File: src/rtl/pulse_meter_pkg.sv
// pulse_meter_pkg: shared types and helpers for the pulse_meter block.
//   state_t         - measurement FSM states
//   DEF_SYNC_STAGES - default depth of the sig_in synchronizer
//   sat_val()       - all-ones saturation value for a counter of a given width
package pulse_meter_pkg;

    typedef enum logic [1:0] {
        IDLE = 2'd0,
        SYNC = 2'd1,
        HIGH = 2'd2,
        LOW  = 2'd3
    } state_t;

    localparam int DEF_SYNC_STAGES = 2;

    function automatic logic [63:0] sat_val(input int width);
        return (64'd1 << width) - 64'd1;
    endfunction

endpackage

File: src/rtl/sync_edge_det.sv
// sync_edge_det: multi-flop synchronizer for an asynchronous input followed
// by one compare register, producing single-cycle rise/fall pulses.
//   clk   in   system clock
//   rst   in   asynchronous active-high reset
//   sig   in   asynchronous input
//   rise  out  synchronized 0->1 transition seen this cycle
//   fall  out  synchronized 1->0 transition seen this cycle
module sync_edge_det
    import pulse_meter_pkg::*;
#(
    parameter int STAGES = DEF_SYNC_STAGES   // must be at least 2
) (
    input  logic clk,
    input  logic rst,
    input  logic sig,
    output logic rise,
    output logic fall
);

    logic [STAGES-1:0] sync_q;
    logic              prev;

    always_ff @(posedge clk or posedge rst) begin
        if (rst) begin
            sync_q <= '0;
            prev   <= 1'b0;
        end else begin
            sync_q <= {sync_q[STAGES-2:0], sig};
            prev   <= sync_q[STAGES-1];
        end
    end

    // Combinational compare: the FSM acts on the edge one clock after the
    // last synchronizer stage changes.
    assign rise =  sync_q[STAGES-1] & ~prev;
    assign fall = ~sync_q[STAGES-1] &  prev;

endmodule

File: src/rtl/pulse_meter.sv
// pulse_meter: measures high time, low time, period and phase (relative to
// ref_in rises) of an asynchronous waveform, in clk cycles.
//   clk        in   system clock
//   rst        in   asynchronous active-high reset
//   en         in   measurement enable
//   sig_in     in   waveform under measurement (asynchronous)
//   ref_in     in   phase reference (synchronous), rising edge = phase zero
//   ton_cyc    out  high time of the last completed period
//   toff_cyc   out  low time of the last completed period
//   period_cyc out  ton_cyc + toff_cyc (one bit wider)
//   phase_cyc  out  ref rise to the sig rise that began that period
//   meas_valid out  one-cycle strobe when the results update
//   timeout    out  sticky: a high or low phase saturated
module pulse_meter
    import pulse_meter_pkg::*;
#(
    parameter int CNT_W       = 16,
    parameter int SYNC_STAGES = DEF_SYNC_STAGES
) (
    input  logic             clk,
    input  logic             rst,
    input  logic             en,
    input  logic             sig_in,
    input  logic             ref_in,
    output logic [CNT_W-1:0] ton_cyc,
    output logic [CNT_W-1:0] toff_cyc,
    output logic [CNT_W:0]   period_cyc,
    output logic [CNT_W-1:0] phase_cyc,
    output logic             meas_valid,
    output logic             timeout
);

    localparam logic [CNT_W-1:0] SAT = CNT_W'(sat_val(CNT_W));
    localparam logic [CNT_W-1:0] ONE = {{(CNT_W-1){1'b0}}, 1'b1};

    logic             sig_rise, sig_fall;
    logic             ref_q, ref_rise;
    logic [CNT_W-1:0] phase_cnt, phase_now;
    logic [CNT_W-1:0] on_cnt, off_cnt, ton_lat, phase_cap;
    state_t           state;

    sync_edge_det #(.STAGES(SYNC_STAGES)) u_sig_det (
        .clk  (clk),
        .rst  (rst),
        .sig  (sig_in),
        .rise (sig_rise),
        .fall (sig_fall)
    );

    always_ff @(posedge clk or posedge rst) begin
        if (rst) ref_q <= 1'b0;
        else     ref_q <= ref_in;
    end
    assign ref_rise = ref_in & ~ref_q;

    // All-ones doubles as "no reference seen since enable".
    always_ff @(posedge clk or posedge rst) begin
        if (rst)                   phase_cnt <= SAT;
        else if (!en)              phase_cnt <= SAT;
        else if (ref_rise)         phase_cnt <= '0;
        else if (phase_cnt != SAT) phase_cnt <= phase_cnt + ONE;
    end

    // Phase as it will read after this edge, so a capture on a sig rise is
    // the edge-to-edge distance (0 when ref and sig rise together).
    assign phase_now = ref_rise         ? '0  :
                       (phase_cnt == SAT) ? SAT : phase_cnt + ONE;

    always_ff @(posedge clk or posedge rst) begin
        if (rst) begin
            state      <= IDLE;
            on_cnt     <= '0;
            off_cnt    <= '0;
            ton_lat    <= '0;
            phase_cap  <= '0;
            ton_cyc    <= '0;
            toff_cyc   <= '0;
            period_cyc <= '0;
            phase_cyc  <= '0;
            meas_valid <= 1'b0;
            timeout    <= 1'b0;
        end else begin
            meas_valid <= 1'b0;
            if (!en) begin
                state   <= IDLE;
                timeout <= 1'b0;
            end else begin
                case (state)
                    IDLE: state <= SYNC;
                    SYNC: begin
                        if (sig_rise) begin
                            phase_cap <= phase_now;
                            on_cnt    <= ONE;
                            state     <= HIGH;
                        end
                    end
                    HIGH: begin
                        if (sig_fall) begin
                            ton_lat <= on_cnt;
                            off_cnt <= ONE;
                            state   <= LOW;
                        end else if (on_cnt == SAT) begin
                            timeout <= 1'b1;
                            state   <= SYNC;
                        end else begin
                            on_cnt <= on_cnt + ONE;
                        end
                    end
                    LOW: begin
                        if (sig_rise) begin
                            ton_cyc    <= ton_lat;
                            toff_cyc   <= off_cnt;
                            period_cyc <= {1'b0, ton_lat} + {1'b0, off_cnt};
                            phase_cyc  <= phase_cap;
                            meas_valid <= 1'b1;
                            timeout    <= 1'b0;
                            // This rise also opens the next period.
                            phase_cap  <= phase_now;
                            on_cnt     <= ONE;
                            state      <= HIGH;
                        end else if (off_cnt == SAT) begin
                            timeout <= 1'b1;
                            state   <= SYNC;
                        end else begin
                            off_cnt <= off_cnt + ONE;
                        end
                    end
                    default: state <= IDLE;
                endcase
            end
        end
    end

endmodule

File: config.mk
export PLATFORM = sky130hd
export DESIGN_NAME = pulse_meter
export DESIGN_NICKNAME = d
export VERILOG_FILES = /design/src/rtl/pulse_meter_pkg.sv /design/src/rtl/sync_edge_det.sv /design/src/rtl/pulse_meter.sv
export SDC_FILE = /design/constraint.sdc
export NUM_CORES = 1
export LEC_CHECK = 0
export ABC_AREA = 1
export CAP_MARGIN = 30
export CORE_MARGIN = 8
export CORE_UTILIZATION = 38
export CTS_CLUSTER_SIZE = 25
export DETAILED_ROUTE_END_ITERATION = 12
export PLACE_DENSITY = 0.64
export SLEW_MARGIN = 10
export SYNTH_ARGS = -nofsm -noshare
export SYNTH_HDL_FRONTEND = slang
export SYNTH_SLANG_ARGS = --single-unit
File: constraint.sdc
create_clock -name clk -period 7.1 [get_ports clk]
set_clock_uncertainty 0.1 [all_clocks]
set_input_delay 1.42 -clock clk [delete_from_list [all_inputs] [get_ports clk]]
set_output_delay 1.42 -clock clk [all_outputs]
set_load 0.1 [all_outputs]
==> impl_metrics.py, run 1 <==
metrics = {
    "floorplanning": {
        "die_y_um": 159,
        "core_mm2": 0.0201,
        "fp.dieW_um": 159,
        "rows": 52,
        "initial_utilization": 0.385,
        "boundaryPins": 72,
        "die-area_mm2": 0.0252,
    },
    "worst_setup_path": {
        "start_kind": "input pin",
        "crit_path_frequent_cell": "nand2_1",
        "critical_path_arrival_ps": 4150,
        "end_kind": "flop",
        "path_cells": "clkdlybuf4s50_1, nand2_1, inv_1, nand2_1, nor2_4, inv_2, buf_4, o21ai_0",
        "critical_path_class": "input pin to flop",
        "max_stage_delay_ps": 870,
        "cp_slowest_cell": "clkdlybuf4s50_1",
        "crit_required_ps": 7280,
        "path_max_fanout": 54,
    },
    "drt": {
        "drc": 0,
        "vias_per_cell": 4.80,
        "drtIter0Drc": 415,
        "wire_per_inst_um": 13.9,
        "totalWireLength_um": 18700,
        "drtPass1Iterations": 6,
        "antenna_left": 0,
        "vias": 6455,
    },
    "power_and_ir_drop": {
        "ir_drop_mv": 0.295,
        "p_per_area_mw_per_mm2": 342,
        "finalPower_mw": 3.20,
        "power.leakage_nw": 4.73,
    },
    "clock_tree": {
        "clk_latency_ps": 420,
        "cts_buffer_depth": 2,
        "cts_htree_levels": 4,
        "cts_tree": "built",
        "path_clk_slew_ps": 60,
        "root_buffer": "clkbuf_16",
        "post_cts_resized": 0,
        "cts_setup_buffers": 0,
        "ctsHoldBuffers": 0,
        "cts_buffers": 17,
        "cts_sinks": 153,
    },
    "global_route": {
        "grt_usage": 0.154,
        "grt_pass1_wl_um": 32000,
        "grt-ovfl-total": 0,
        "antenna_found_initial": 0,
        "use_met3": 0.0362,
        "busiest_layer": "met2",
        "grt_use_met1": 0.205,
        "grtUsageMet2": 0.246,
        "grt_start_max_net_pins": 99,
        "first_global_vias": 6155,
    },
    "timing": {
        "setup_viol": 0,
        "rsz0062_at_grt": "no",
        "setup_tns_ps": 0,
        "fmax_mhz": 252,
        "hold_slack_ps": 249,
        "fin_crit_sh": 0.559,
        "maxSlewViolCount": 0,
        "worstMarginPinSlew_ps": 999,
        "fin_crit_ps": 3970,
        "hold_viol_final": 0,
        "slew_headroom": 0.332,
    },
    "synth": {
        "synth_cells": 995,
        "synth_edf_count": 0,
        "yosysTopAreaCell": "dfrtp_1",
        "ys_ff_latch": 153,
        "synth.top_cell.area_share": 0.443,
        "synth_top_flop_cell": "dfrtp_1",
        "synth.avg_cell_area_um2": 7.79,
        "ys_types": 33,
        "synth_commonest_cells": "397 x nand2_1, 137 x dfrtp_1, 104 x inv_1",
        "synth_most_common_cell": "nand2_1",
        "ys_seq_area_frac": 0.497,
        "syn_area_mm2": 0.00775,
        "yosysWarnings": 0,
        "synthTopCellsByArea": "dfrtp_1 44%, nand2_1 19%, dfstp_2 5.4%",
        "syn_nets": 1020,
        "async_flop_share": 1.00,
    },
    "finish": {
        "syn_to_final_growth_pct": 20.7,
        "fin_util": 0.465,
        "final_nets": 1088,
        "drive_gt1_frac": 0.0688,
        "finalInstanceArea_mm2": 0.00935,
        "num-fill-cells": 1971,
        "antennaDiodeCount": 0,
    },
    "worst_hold_path": {
        "hold_path_class": "flop to flop",
    },
    "status": {
        "outcome": "finished, final reports clean",
    },
    "job": {
        "drv_cap": 0,
    },
    "placement": {
        "io_buffers": 71,
        "hpwl_um": 13400,
        "dpl_cell_area_mm2": 0.00868,
        "gp_congestion": 0.861,
    },
}
## layout by cell type, fill, tap and decap left out, types with 3 or more instances in the layout
cell and count:
nand2_1 397, dfrtp_1 137, inv_1 103, o21ai_0 81, clkdlybuf4s50_1 71, nand3_1 57
nor2_1 52, xor2_1 25, ha_1 19, clkbuf_16 17, dfstp_2 16, nor3_1 15
nand4_1 12, a21oi_1 10, nand3b_1 7, or2_2 7, o21ai_1 4, inv_6 4
xnor2_1 4, nor2_2 4, bufinv_16 4, buf_4 4, o211ai_1 3, clkinv_4 3
## critical path: cells and delay by family
family | cells | cell delay (ps)
AOI/OAI and AO/OA | 1 | 160
buffers and inverters | 4 | 1850
and+or+nand+nor | 3 | 700
## cell type report
| cell class | count | area (um^2) | area share |
|---|---|---|---|
| sequential | 153 | 3850 | 0.412 |
| multi-input combinational | 709 | 3360 | 0.359 |
| timing repair buffer | 76 | 768 | 0.0821 |
| inverter | 106 | 403 | 0.0431 |
| clock inverter | 13 | 190 | 0.0203 |
| clock buffer | 19 | 443 | 0.0474 |
| tap | 270 | 338 | 0.0361 |
## where the power goes
| group | switching (mW) | internal [mW] |
|---|---|---|
| Clock | 0.370 | 0.601 |
| Sequential | 0.122 | 1.04 |
| Combinational | 0.813 | 0.255 |
| Total | 1.30 | 1.90 |
## kinds of logic after synthesis
group,after synthesis,synth area share
AO/OA/AOI/OAI,102,0.0694
XOR/XNOR,29,0.0328
buffers and inverters,133,0.0699
AND/OR/NAND/NOR,558,0.298
adder cells (fa/ha/maj),20,0.0333
flip-flops,153,0.497
## sequential cells by signal, summed over array words and instances, names as in the netlist, 2 cells and up
signal	flops
u_sig_det.sync_q	2
ton_lat	16
phase_cap	16
toff_cyc	16
phase_cnt	16
state	2
period_cyc	17
ton_cyc	16
off_cnt	16
phase_cyc	16
on_cnt	16
## through the flow
step | worst slack (ps) | instances
finish | 3130 | 1346
global route | 2760 | 1346
CTS | 3090 | 1344
detailed placement | 2650 | 1312
global placement | 2720 | 1312
floorplan | 1490 | 995
## final timing paths
kind,from,end,slack [ps],depth (start not counted)
min in group asynchronous,rst,phase_cyc[14],1170,2
max in group asynchronous,rst,u_sig_det.prev,4820,3
min reg2reg,u_sig_det.sync_q[0],u_sig_det.sync_q[1],250,0
max reg2reg,phase_cnt[0],phase_cnt[1],4210,7
min,u_sig_det.sync_q[0],u_sig_det.sync_q[1],250,0
max,en,ton_cyc[0],3130,8
## routing by layer
metal / routed length, um / share of wire / vias up
met5: 0 / 0 / -
met4: 250 / 0.013 / 0
met3: 720 / 0.038 / 16
met2: 8940 / 0.48 / 117
met1: 8810 / 0.47 / 3049
li1: - / - / 3273
(Power assumes the default switching activity.)
==> inputs of run 2 (changes only) <==
--- a/config.mk
+++ b/config.mk
@@ -11,7 +11,7 @@
 export CORE_UTILIZATION = 38
 export CTS_CLUSTER_SIZE = 25
 export DETAILED_ROUTE_END_ITERATION = 12
-export PLACE_DENSITY = 0.64
+export PLACE_DENSITY = 0.66
 export SLEW_MARGIN = 10
 export SYNTH_ARGS = -nofsm -noshare
 export SYNTH_HDL_FRONTEND = slang
==> constraint.sdc (replaced) <==
create_clock -name clk -period 3.24 [get_ports clk]
set_clock_uncertainty 0.1 [all_clocks]
set_input_delay 0.648 -clock clk [delete_from_list [all_inputs] [get_ports clk]]
set_output_delay 0.648 -clock clk [all_outputs]
set_load 0.1 [all_outputs]
==> run 2 against run 1 <==
Critical path depth did not move. Clock power is 120% higher. Clock-buffer cell count shrank 1. Sequential share of layout area increased by 0.52 points. Global-route usage is 0.29 points lower. Critical endpoint is now on_cnt[0].
==> impl_metrics.py, run 2 (same netlist as run 1, synthesis figures left out) <==
metrics = {
    "floorplanning": {
        "core_mm2": 0.0201,
        "boundaryPins": 72,
        "die_y_um": 159,
        "fp.dieW_um": 159,
        "rows": 52,
        "die-area_mm2": 0.0252,
        "initial_utilization": 0.385,
    },
    "timing": {
        "setup_tns_ps": 0,
        "setup_viol": 0,
        "hold_slack_ps": 248,
        "fmax_mhz": 438,
        "setup_ws_ps": 956,
        "fin_crit_ps": 2280,
        "hold_viol_final": 0,
        "fin_crit_sh": 0.705,
        "rsz0062_at_grt": "no",
        "maxSlewViolCount": 0,
        "slew_headroom": 0.548,
        "worstMarginPinSlew_ps": 678,
    },
    "worst_setup_path": {
        "path_buf_inv": 4,
        "critical_path_class": "input pin to flop",
        "crit_required_ps": 3420,
        "critical_path_arrival_ps": 2460,
        "start_kind": "input pin",
        "path_max_fanout": 16,
        "path_delay_family": "buffers and inverters",
        "max_stage_delay_ps": 590,
        "end_kind": "flop",
        "path_cells": "clkdlybuf4s50_1, nand2_1, inv_1, nand2_1, buf_4, inv_1, o21ai_2, o21ai_0",
        "r2r_setup_slack_ps": 970,
        "cp_slowest_cell": "o21ai_2",
        "r2r_cells": 8,
        "critical_path_cell_count": 8,
    },
    "clock_tree": {
        "cts_htree_levels": 4,
        "cts_buffers": 17,
        "cts_buffer_depth": 2,
        "cts_tree": "built",
        "cts_setup_buffers": 0,
        "path_clk_slew_ps": 60,
        "ctsHoldBuffers": 0,
        "root_buffer": "clkbuf_16",
        "post_cts_resized": 0,
        "clk_latency_ps": 430,
        "cts_sinks": 153,
    },
    "placement": {
        "dpl_cell_area_mm2": 0.00860,
        "io_buffers": 71,
        "gp_congestion": 0.920,
        "post-place-ws_ps": 507,
        "post-place-cells": 1320,
        "hpwl_um": 13400,
    },
    "drt": {
        "drtIter0Drc": 465,
        "vias_per_cell": 4.77,
        "drc": 0,
        "antenna_left": 0,
        "wire_per_inst_um": 13.7,
        "vias": 6448,
        "totalWireLength_um": 18600,
        "drtPass1Iterations": 5,
    },
    "global_route": {
        "antenna_found_initial": 0,
        "first_global_vias": 6223,
        "grt_pass1_wl_um": 31300,
        "grt_start_max_net_pins": 114,
        "grt_usage": 0.152,
        "grt-ovfl-total": 0,
    },
    "power_and_ir_drop": {
        "power.leakage_nw": 4.88,
        "finalPower_mw": 6.98,
        "p_per_area_mw_per_mm2": 755,
        "ir_drop_mv": 0.715,
    },
    "finish": {
        "finalInstanceArea_mm2": 0.00924,
        "drive_gt1_frac": 0.137,
        "fin_util": 0.459,
        "final_nets": 1094,
        "final_cell_mix": "397 x nand2_1, 137 x dfrtp_1, 103 x inv_1",
        "largest_register_ffs": 17,
        "final_common_cell": "nand2_1",
        "antennaDiodeCount": 0,
        "num-fill-cells": 1979,
        "top_register": "period_cyc",
        "syn_to_final_growth_pct": 19.2,
        "layout.cells.non_filler": 1352,
    },
    "job": {
        "drv_cap": 0,
    },
    "worst_hold_path": {
        "hold_depth": 0,
        "hold_path_class": "flop to flop",
    },
    "status": {
        "outcome": "finished, final reports clean",
    },
}
## run 2: final timing paths
check                                 endpoint                start
setup / recovery                     on_cnt[0]                   en
hold / removal             u_sig_det.sync_q[1]  u_sig_det.sync_q[0]
setup reg to reg                    off_cnt[6]           off_cnt[1]
hold reg to reg            u_sig_det.sync_q[1]  u_sig_det.sync_q[0]
max in group asynchronous         phase_cyc[5]                  rst
min in group asynchronous        phase_cyc[12]                  rst
## run 2: report_power, final
part	internal, mW	switching [mW]	total, mW
clock network	1.31	0.808	2.12
logic	0.514	1.79	2.30
registers	2.28	0.267	2.55
## run 2: layout make-up
| type | instances | area (um^2) | share of cell area |
|---|---|---|---|
| inverters | 106 | 402 | 0.0435 |
| clock buffers | 18 | 439 | 0.0475 |
| flip-flops and latches | 153 | 3850 | 0.417 |
| repair buffers | 82 | 651 | 0.0704 |
| multi-input cells | 709 | 3360 | 0.364 |
| well taps | 270 | 338 | 0.0366 |
| clock inverters | 14 | 196 | 0.0213 |
## run 2: routing by layer
layer	part of all wire	routed length, um	track usage	up-vias
li1	-	-	-	3282
met1	0.47	8670	0.199	2974
met2	0.46	8590	0.239	159
met3	0.050	923	0.0357	33
met4	0.021	395	0.0576	0
met5	0	0	0	-
==> inputs of run 3 (changes only) <==
--- a/config.mk
+++ b/config.mk
@@ -11,7 +11,7 @@
 export CORE_UTILIZATION = 38
 export CTS_CLUSTER_SIZE = 25
 export DETAILED_ROUTE_END_ITERATION = 12
-export PLACE_DENSITY = 0.66
+export PLACE_DENSITY = 0.64
 export SLEW_MARGIN = 10
 export SYNTH_ARGS = -nofsm -noshare
 export SYNTH_HDL_FRONTEND = slang
==> constraint.sdc (replaced) <==
create_clock -name clk -period 2.15 [get_ports clk]
set_clock_uncertainty 0.1 [all_clocks]
set_input_delay 0.43 -clock clk [delete_from_list [all_inputs] [get_ports clk]]
set_output_delay 0.43 -clock clk [all_outputs]
set_load 0.1 [all_outputs]
==> run 3 against run 2 <==
Combinational power grew 55%. Clock power grew 60%. Via count grew 1.2%. Highest routed layer unchanged. Utilization grew 1.4 points. Cell count grew 1.8%. Critical path type is now flop to flop. Critical path depth grew 2. Die area is the same. Flip-flop and latch count is the same. First-iteration DRC count shrank 0.22%.
==> impl_metrics.py, run 3 (same netlist as run 1, synthesis figures left out) <==
metrics = {
    "status": {
        "outcome": "finished, final reports clean",
    },
    "power_and_ir_drop": {
        "ir_drop_mv": 0.805,
        "switching_share": 0.398,
        "p_clk_frac": 0.315,
        "seqPwrFrac": 0.355,
        "p_per_area_mw_per_mm2": 1140,
        "switching_power_mw": 4.31,
        "p_int_mw": 6.51,
        "power.leakage_nw": 5.03,
        "p_comb_frac": 0.330,
    },
    "worst_hold_path": {
        "hold_depth": 0,
        "hold_path_class": "flop to flop",
    },
    "worst_setup_path": {
        "path_buf_inv": 0,
        "cp_slowest_cell": "dfrtp_1",
        "end_kind": "flop",
        "max_stage_delay_ps": 400,
        "r2r_cells": 10,
        "path_max_fanout": 3,
        "path_delay_family": "simple AND/OR/NAND/NOR gates",
        "start_kind": "flop",
        "critical_path_class": "flop to flop",
        "crit_required_ps": 2410,
        "path_cells": "ha_1, fa_1, nand2_1, nand2_1, and2_1, nand3_1, nand3_1, nand2_1, nand3_1, nand2_1",
        "crit_path_frequent_cell": "nand2_1",
        "critical_path_arrival_ps": 2260,
        "critical_path_cell_count": 10,
    },
    "finish": {
        "fin_util": 0.474,
        "final_nets": 1118,
        "final_cell_mix": "397 x nand2_1, 137 x dfrtp_1, 103 x inv_1",
        "multiInputGateArea_mm2": 0.00336,
        "regArea_mm2": 0.00385,
        "final_common_cell": "nand2_1",
        "largest_register_ffs": 17,
        "drive_gt1_frac": 0.152,
        "syn_to_final_growth_pct": 22.9,
        "top_register": "period_cyc",
        "antennaDiodeCount": 0,
        "num-fill-cells": 1948,
    },
    "timing": {
        "setup_ws_ps": 148,
        "setup_tns_ps": 0,
        "fmax_mhz": 500,
        "fin_crit_ps": 2000,
        "maxSlewViolCount": 0,
        "slew_headroom": 0.689,
        "rsz0062_at_grt": "no",
        "hold_viol_final": 0,
        "setup_viol": 0,
        "fin_crit_sh": 0.931,
        "worstMarginPinSlew_ps": 465,
    },
    "drt": {
        "totalWireLength_um": 18900,
        "drtIter0Drc": 464,
        "vias_per_cell": 4.74,
        "antenna_left": 0,
        "drtPass1Iterations": 5,
        "drc": 0,
        "vias": 6528,
        "wire_per_inst_um": 13.7,
    },
    "global_route": {
        "grt_start_max_net_pins": 51,
        "grt-ovfl-total": 0,
        "grt_usage": 0.155,
        "grt_pass1_wl_um": 32400,
        "first_global_vias": 6368,
        "antenna_found_initial": 0,
    },
    "floorplanning": {
        "initial_utilization": 0.385,
        "die_y_um": 159,
        "rows": 52,
        "core_mm2": 0.0201,
        "fp.dieW_um": 159,
        "die-area_mm2": 0.0252,
        "boundaryPins": 72,
    },
    "clock_tree": {
        "cts_buffers": 17,
        "ctsHoldBuffers": 0,
        "path_clk_slew_ps": 60,
        "cts_sinks": 153,
        "cts_htree_levels": 4,
        "cts_buffer_depth": 2,
        "clk_latency_ps": 430,
        "root_buffer": "clkbuf_16",
        "cts_tree": "built",
    },
    "placement": {
        "io_buffers": 71,
        "gp_congestion": 0.867,
        "post-place-ws_ps": 66.3,
        "hpwl_um": 13900,
    },
    "job": {
        "drv_cap": 0,
    },
}
==> run 3: what timing repair did <==
action,CTS,global route
buffers inserted,0,3
endpoints found under the setup margin,0,4
resized for setup,0,0
==> run 3: area by class of cell <==
type | instances | share of cell area
clock buffers | 22 | 0.0477
clock inverters | 10 | 0.0225
inverters | 106 | 0.0422
multi-input cells | 709 | 0.353
flip-flops and latches | 153 | 0.404
well taps | 270 | 0.0355
repair buffers | 106 | 0.0951
==> run 3: layer usage <==
metal	up-vias	track usage	share of wire
li1	3337	-	-
met5	-	0	0
met1	3031	0.211	0.49
met2	140	0.243	0.46
met3	20	0.0310	0.041
met4	0	0.0502	0.015
==> run 3: power groups by stage <==
stage | sequential, mW | combinational, mW | clock (mW)
5_1_grt | 3.92 | 3.84 | 3.59
3_3_place_gp | 3.88 | 3.55 | 0
2_1_floorplan | 5.45 | 1.07 | 0
6_report | 3.84 | 3.57 | 3.40
4_1_cts | 3.84 | 3.58 | 3.48
3_5_place_dp | 3.88 | 3.58 | 0
==> run 3: per-stage QoR <==
| stage | hold WS (ps) | instance area (um^2) | power (mW) | cells |
|---|---|---|---|---|
| floorplan | 231 | 7750 | 6.52 | 995 |
| global placement | 232 | 8820 | 7.43 | 1341 |
| detailed placement | 239 | 8820 | 7.46 | 1341 |
| CTS | 254 | 9490 | 10.9 | 1373 |
| global route | 270 | 9520 | 11.3 | 1376 |
| finish | 251 | 9520 | 10.8 | 1376 |
==> run 3: final timing paths <==
| check | end | from | slack [ps] |
|---|---|---|---|
| worst max register to register | period_cyc[12] | off_cnt[0] | 150 |
| max in group asynchronous | phase_cnt[6] | rst | 1090 |
| worst max-delay path | period_cyc[12] | off_cnt[0] | 150 |
| min in group asynchronous | off_cnt[9] | rst | 280 |
| worst min-delay path | u_sig_det.sync_q[1] | u_sig_det.sync_q[0] | 250 |
| worst min register to register | u_sig_det.sync_q[1] | u_sig_det.sync_q[0] | 250 |
